$ cat src/rtl/mult_accumulator.sv
// -----------------------------------------------------------------------------
// mult_accumulator
//
// Batch accumulator that sits behind the 4x4 array multiplier. It takes the
// 8-bit unsigned product stream over a valid/ready handshake and adds BATCH
// consecutive products into a saturating ACC_W-bit accumulator. The finished
// batch is offered on a registered valid/ready port together with a sticky
// overflow flag. Once the consumer takes it, the next batch starts.
//
// Parameters
//   BATCH     products per result (1..255)
//   ACC_W     accumulator width   (8..24)
//
// Ports
//   clk        in   single clock, rising edge
//   rst        in   asynchronous, active-high reset
//   clear      in   synchronous abort of the current batch / pending result
//   prod       in   [7:0] unsigned product
//   in_valid   in   prod is valid this cycle
//   in_ready   out  block accepts prod this cycle (ACCUM state, not in reset)
//   sum        out  [ACC_W-1:0] batch result, stable while out_valid=1
//   ovf        out  batch saturated, qualified by out_valid
//   out_valid  out  sum/ovf hold a completed batch (DRAIN state)
//   out_ready  in   consumer takes the result this cycle
//   cnt        out  [7:0] products accepted in the current batch
// -----------------------------------------------------------------------------
module mult_accumulator #(
    parameter int BATCH = 4,
    parameter int ACC_W = 12
) (
    input  logic             clk,
    input  logic             rst,
    input  logic             clear,
    input  logic [7:0]       prod,
    input  logic             in_valid,
    output logic             in_ready,
    output logic [ACC_W-1:0] sum,
    output logic             ovf,
    output logic             out_valid,
    input  logic             out_ready,
    output logic [7:0]       cnt
);

    typedef enum logic {
        ACCUM = 1'b0,
        DRAIN = 1'b1
    } state_t;

    localparam logic [7:0]       LAST_CNT = 8'(BATCH - 1);
    localparam logic [ACC_W-1:0] ACC_MAX  = '1;

    state_t           r_state;
    logic [ACC_W-1:0] r_acc;
    logic             r_ovf;
    logic [7:0]       r_cnt;

    logic             w_accept;
    logic [ACC_W:0]   w_sat;

    // Saturating add. The product is zero-extended to ACC_W+1 bits so the
    // carry out of bit ACC_W-1 lands in the top bit; a carry clamps the sum
    // to full scale. The returned top bit is the saturation indicator.
    function automatic logic [ACC_W:0] add_sat(input logic [ACC_W-1:0] acc,
                                               input logic [7:0]       p);
        logic [ACC_W:0] w_ext;
        w_ext = {1'b0, acc} + {{(ACC_W - 7){1'b0}}, p};
        if (w_ext[ACC_W]) begin
            return {1'b1, ACC_MAX};
        end
        return w_ext;
    endfunction

    // in_valid is only looked at in ACCUM; DRAIN ignores the upstream word.
    assign w_accept = in_valid && (r_state == ACCUM);
    assign w_sat    = add_sat(r_acc, prod);

    always_ff @(posedge clk or posedge rst) begin
        if (rst) begin
            r_state <= ACCUM;
            r_acc   <= '0;
            r_ovf   <= 1'b0;
            r_cnt   <= '0;
        end else if (clear) begin
            // Abort: any product offered this cycle and any pending result
            // are dropped.
            r_state <= ACCUM;
            r_acc   <= '0;
            r_ovf   <= 1'b0;
            r_cnt   <= '0;
        end else begin
            case (r_state)
                ACCUM: begin
                    if (w_accept) begin
                        r_acc <= w_sat[ACC_W-1:0];
                        r_ovf <= r_ovf | w_sat[ACC_W];
                        if (r_cnt == LAST_CNT) begin
                            r_cnt   <= '0;
                            r_state <= DRAIN;
                        end else begin
                            r_cnt <= r_cnt + 8'd1;
                        end
                    end
                end
                DRAIN: begin
                    if (out_ready) begin
                        r_acc   <= '0;
                        r_ovf   <= 1'b0;
                        r_state <= ACCUM;
                    end
                end
            endcase
        end
    end

    // Outputs come straight from registers or the state decode. in_ready is
    // also held low while rst is asserted.
    assign in_ready  = (r_state == ACCUM) && !rst;
    assign out_valid = (r_state == DRAIN);
    assign sum       = r_acc;
    assign ovf       = r_ovf;
    assign cnt       = r_cnt;

endmodule

$ cat config.mk
export PLATFORM = sky130hd
export DESIGN_NAME = mult_accumulator
export DESIGN_NICKNAME = d
export VERILOG_FILES = /design/src/rtl/mult_accumulator.sv
export SDC_FILE = /design/constraint.sdc
export NUM_CORES = 1
export LEC_CHECK = 0
export CAP_MARGIN = 25
export CORE_MARGIN = 1.5
export CORE_UTILIZATION = 30
export CTS_BUF_LIST = sky130_fd_sc_hd__clkbuf_16
export CTS_CLUSTER_DIAMETER = 120
export DETAILED_ROUTE_END_ITERATION = 12
export PLACE_DENSITY = 0.51
export SYNTH_ARGS = -nofsm -noshare
export SYNTH_HDL_FRONTEND = slang
export SYNTH_SLANG_ARGS = --single-unit
$ cat constraint.sdc
create_clock -name clk -period 2.86 [get_ports clk]
set_clock_uncertainty 0.1 [all_clocks]
set_input_delay 0.572 -clock clk [delete_from_list [all_inputs] [get_ports clk]]
set_output_delay 0.572 -clock clk [all_outputs]
set_load 0.01 [all_outputs]
* Word-level counts from Yosys, hierarchy flattened *
Index checks and enable logic that the tools add are counted.
Widths: inputs -> output; s select.

storage, ports and cells
  register bits after elaboration = 22
  latch bits = 0
  RAM bits = 0
  bits in read-only memories = 0
  bits of input ports = 13
  output and inout bits = 23
  word-level logic and storage cells = 38
  memories kept = 0

cells by class
  add/sub/neg operators = 2
  multiply operators = 0
  div/mod/pow operators = 0
  magnitude comparators = 0
  eq/ne operators = 4
  shift-type cells = 0
  muxes and demuxes = 20
  bitwise logic cells = 2
  reduce and logical (&&, ||, !) cells = 6

operators with widths
  kind                 number
  $mux 12              3
  $mux 8               4
  $mux 13              2
  $pmux 12 s2          1
  $add 12x8->13        1
  $add 8x1->8 const B  1
  $eq 8x2->1 const B   1
  $mux 1               8
  $ne 3x3->1 const B   2
  $pmux 1 s2           2
  $reduce_and 2->1     2
  $logic_and 1x1->1    2
  $ne 2x2->1 const B   1
  $reduce_bool 2->1    1
  $logic_not 1->1      1
  $not 1->1            1
  $or 1x1->1           1

* Logic depth before layout (Yosys ltp) *
  depth after elaboration = 7
  gate-level depth with buffers = 7
  depth with buffers taken out = 7

* Worst setup path before layout *
Ideal clock, no wire load.

  path kind = input to register
  start point = input prod[0]
  end point = register r_acc[6] (netlist: sum[6])
  setup time = 0.124 ns
  arrival = 2.373 ns
  setup slack = 0.263 ns
  stages on the path = 7
  path buffers = 0
  path through = ha_1 fa_1 a211oi_2 o21bai_1 o41a_4 and2_4 a211o_1

between the ends
  cells in the longest elaborated chain, start to end = 6

ends and longest elaborated chain
  element                 RTL line  RTL
  start: declaration      34        input logic [7:0] prod,
  $add 12x8->13 (*)       66        w_ext = {1'b0, acc} + {{(ACC_W - 7){1'b0}}, p};
  $mux 1                  67        if (w_ext[ACC_W]) begin
  $mux 13 (*)             70        return w_ext;
  $mux 12 (*)             93        if (w_accept) begin
  $pmux 12 s2 (*)         91        case (r_state)
  $mux 12 (*)             83        end else if (clear) begin
  end signal: assignment  94        r_acc <= w_sat[ACC_W-1:0];
  end: declaration        53        logic [ACC_W-1:0] r_acc;

Every way passes the cells marked *; elsewhere a longest branch is shown, timed or not. The select of a mux whose other input is x is not followed.
A chain may end at the register's enable or synchronous reset.

* Final worst setup path *
Ends and elaborated chain as after synthesis.

==> reports/qor.yml <==
place:
  dp_hpwl_mm: 2.81
  detailed_place.area_sq_mm: 0.00191
  numPortBuffers: 35
  gp_congestion: 0.858
timing:
  final-hold-violation-count: 0
  setup_violations: 0
  maxSlewViolCount: 0
  fin_tns_setup_ns: 0
  max_slew_margin_pct: 60.1
  max_freq_mhz: 366
  finalCriticalPeriod_ns: 2.73
  worst_slew_pin_slew_ns: 0.595
  fin_crit_sh_pct: 95.5
  rsz0062_at_grt: "no"
grt:
  use_met1_pct: 20.7
  gr-max-usage-layer: "met2"
  grt_max_degree: 23
  grt_use_met2_pct: 26.3
  grt_use_total_pct: 15.6
  grt_pass1_wl_mm: 6.52
  grt_pass1_vias: 1384
  grt_util_met3_pct: 2.22
  antenna_found_initial: 0
  overflow: 0
yosys:
  yosysUniqueCellTypes: 41
  yosys.area_share.adder_pct: 9.24
  ys_seq_area_share_pct: 38.4
  synth_top_family_by_area: "simple AND/OR/NAND/NOR gates"
  netlist.area_leader.share_pct: 38.4
  synth_warnings: 0
  synth_compound_area_share_pct: 21.3
  synth_edf_count: 0
  avgSynthCellArea_sq_um: 9.38
  synth-xor-area-share_pct: 4.88
  netlist_area_sq_mm: 0.00144
  syn_nets: 176
  synthTopCellsByArea: "dfrtp_1 (38%), ha_1 (7.8%), nor2_1 (5.2%), nand2_1 (3.4%), a21oi_1 (3.1%)"
  synthMuxAreaShare_pct: 2.18
  synthSimpleGateAreaFrac_pct: 22.3
  synth.most_common_cell: "dfrtp_1"
  ys_ff_latch: 22
  synthFlopType: "dfrtp_1"
  synth_common_cells: "dfrtp_1 (22), nor2_1 (20), nand2_1 (13)"
  async_flop_share_pct: 100
  synth_area_leader_cell: "dfrtp_1"
  synth_cells: 153
clock_tree:
  cts.root.buffer_cell: "clkbuf_16"
  post-cts-setup-buffers: 0
  cts.sinks: 22
  numCtsBuffers: 3
  path_clk_slew_ns: 0.06
  cts_max_path_buffers: 2
  ctsHtreeMaxLevel: 1
  cts_tree: "built"
  clk_latency_ns: 0.26
min_path:
  hold_path_class: "reg -> reg"
power_and_ir_drop:
  p_sw_mw: 0.290
  p_leak_nw: 0.883
  powerDensity_mw_per_mm2: 519
  p_int_mw: 0.758
  p_seq_share_pct: 33.5
  p_comb_share_pct: 28.8
  switching_share_pct: 27.7
  peakVddDrop_uv: 247
  clock_power_share_pct: 37.6
setup_path:
  worst-path-max-fanout: 6
  crit_buf_inv: 1
  worstPathRequired_ns: 2.90
  cp.arrival_ns: 2.78
  worstSetupEndpointType: "register"
  critPathMaxStageDelay_ns: 0.40
  worstPathCellList: "clkdlybuf4s50_1, ha_1, fa_2, a211oi_2, o21bai_2, o41a_4, and2_4, a211o_1"
  startpoint_type: "input pin"
  worst_path_max_delay_cell: "clkdlybuf4s50_1"
  cp_top_family: "compound AO/OA/AOI/OAI gates"
  crit_type: "in -> reg"
status:
  outcome: "finished clean"
cells_and_area:
  fin_area_sq_mm: 0.00202
  syn_to_final_growth_pct: 40.7
  fillers: 424
  diodes: 0
  nNetsFinal: 222
  drive_gt1_share_pct: 11.1
  finish.utilization_pct: 45.1
floorplan:
  io_pins: 36
  die_h_microns: 72.2
  coreArea_sq_mm: 0.00447
  floorplan.initialDensity_pct: 32.1
  dieArea_sq_mm: 0.00521
  num_rows: 24
  die_w_microns: 72.2
routing:
  ant_nets: 0
  drt_wl_total_mm: 3.77
  viasPerCell: 5.42
  vias: 1355
  dr.first_iter.drc_count: 76
  drc: 0
  routedWlPerCell_microns: 15.1
  dr.pass1.iters: 4
flow_run:
  maxCapViolations: 0
[stage by stage]
step                      setup slack, ns  total power, mW  hold WS, ns  cells
after floorplan                     0.263            0.534        0.451    153
after global placement             -0.182            0.651        0.428    246
after detailed placement           -0.230            0.656        0.425    246
after CTS                          0.0343             1.06        0.438    250
after global routing               0.0229             1.11        0.469    250
final                               0.128             1.05        0.439    250
[placed cells by master (no fill, tap or decap), types with 2 or more instances in the layout]
| cell type | Yosys | layout |
|---|---|---|
| clkbuf_16 | 0 | 3 |
| inv_1 | 2 | 2 |
| nor3b_1 | 3 | 3 |
| xor2_1 | 5 | 5 |
| mux2i_1 | 2 | 2 |
| buf_4 | 0 | 10 |
| o21ai_0 | 9 | 9 |
| nor3_1 | 5 | 5 |
| nand2b_1 | 5 | 5 |
| xnor2_1 | 3 | 3 |
| ha_1 | 9 | 9 |
| a31oi_1 | 2 | 2 |
| and3_1 | 2 | 2 |
| nand2_1 | 13 | 13 |
| clkdlybuf4s50_1 | 0 | 35 |
| a221o_1 | 4 | 4 |
| nor4_1 | 3 | 3 |
| a21o_1 | 2 | 2 |
| nor2_1 | 20 | 20 |
| a21oi_1 | 9 | 9 |
| a211oi_1 | 3 | 3 |
| a22oi_1 | 2 | 2 |
| nand3_1 | 4 | 4 |
| dfrtp_1 | 22 | 22 |
| o211ai_1 | 3 | 3 |
[registers in the layout, indices dropped and copies added (netlist names)]
name,cells
out_valid,1
cnt,8
sum,12
ovf,1
[worst paths after layout]
path | from | endpoint | slack [ns] | cells after the start
setup reg to reg | sum[0] | sum[6] | 0.46 | 7
min in group asynchronous | rst | cnt[1] | 0.57 | 3
hold / removal | sum[3] | sum[3] | 0.44 | 2
max in group asynchronous | rst | sum[5] | 1.85 | 3
setup / recovery | prod[0] | sum[6] | 0.13 | 8
hold reg to reg | sum[3] | sum[3] | 0.44 | 2
[final cells by class]
cell class | count | area [sq um] | area share (%)
Clock buffer | 3 | 75.1 | 3.72
Clock inverter | 1 | 30.0 | 1.49
Inverter | 2 | 7.51 | 0.372
Multi-Input combinational cell | 125 | 866 | 42.9
Sequential cell | 22 | 551 | 27.3
Tap cell | 52 | 65.1 | 3.22
Timing Repair Buffer | 45 | 425 | 21.1
[worst reg2reg max path: cells and delay by family (launching register included)]
kind,cells,cell delay [ns]
flops,1,0.40
fa+ha+maj,2,0.58
simple gates,1,0.17
compound gates,4,1.04
[kinds of logic after synthesis]
logic type,Yosys count
fa+ha+maj,10
simple gates,62
buf+inv,6
mux,3
xor+xnor,8
flops,22
compound gates,42
[power by group through the flow]
stage	logic, mW	registers [mW]	clock network, mW
4_1_cts	0.301	0.352	0.403
3_5_place_dp	0.299	0.357	0
2_1_floorplan	0.172	0.362	0
5_1_grt	0.333	0.355	0.418
3_3_place_gp	0.294	0.357	0
6_report	0.302	0.351	0.395
[routing by layer]
metal / routed length [microns] / part of all wire (%)
met5: 0 / 0
met4: 59 / 1.6
met3: 132 / 3.5
met2: 1790 / 48
met1: 1780 / 47
[what timing repair did]
item / in CTS / in global routing
endpoints found under the hold margin: 0 / 0
setup endpoints to repair: 0 / 9
hold buffers: 0 / 0
gates resized for setup: 0 / 2
Power figures use the tool's default switching activity.
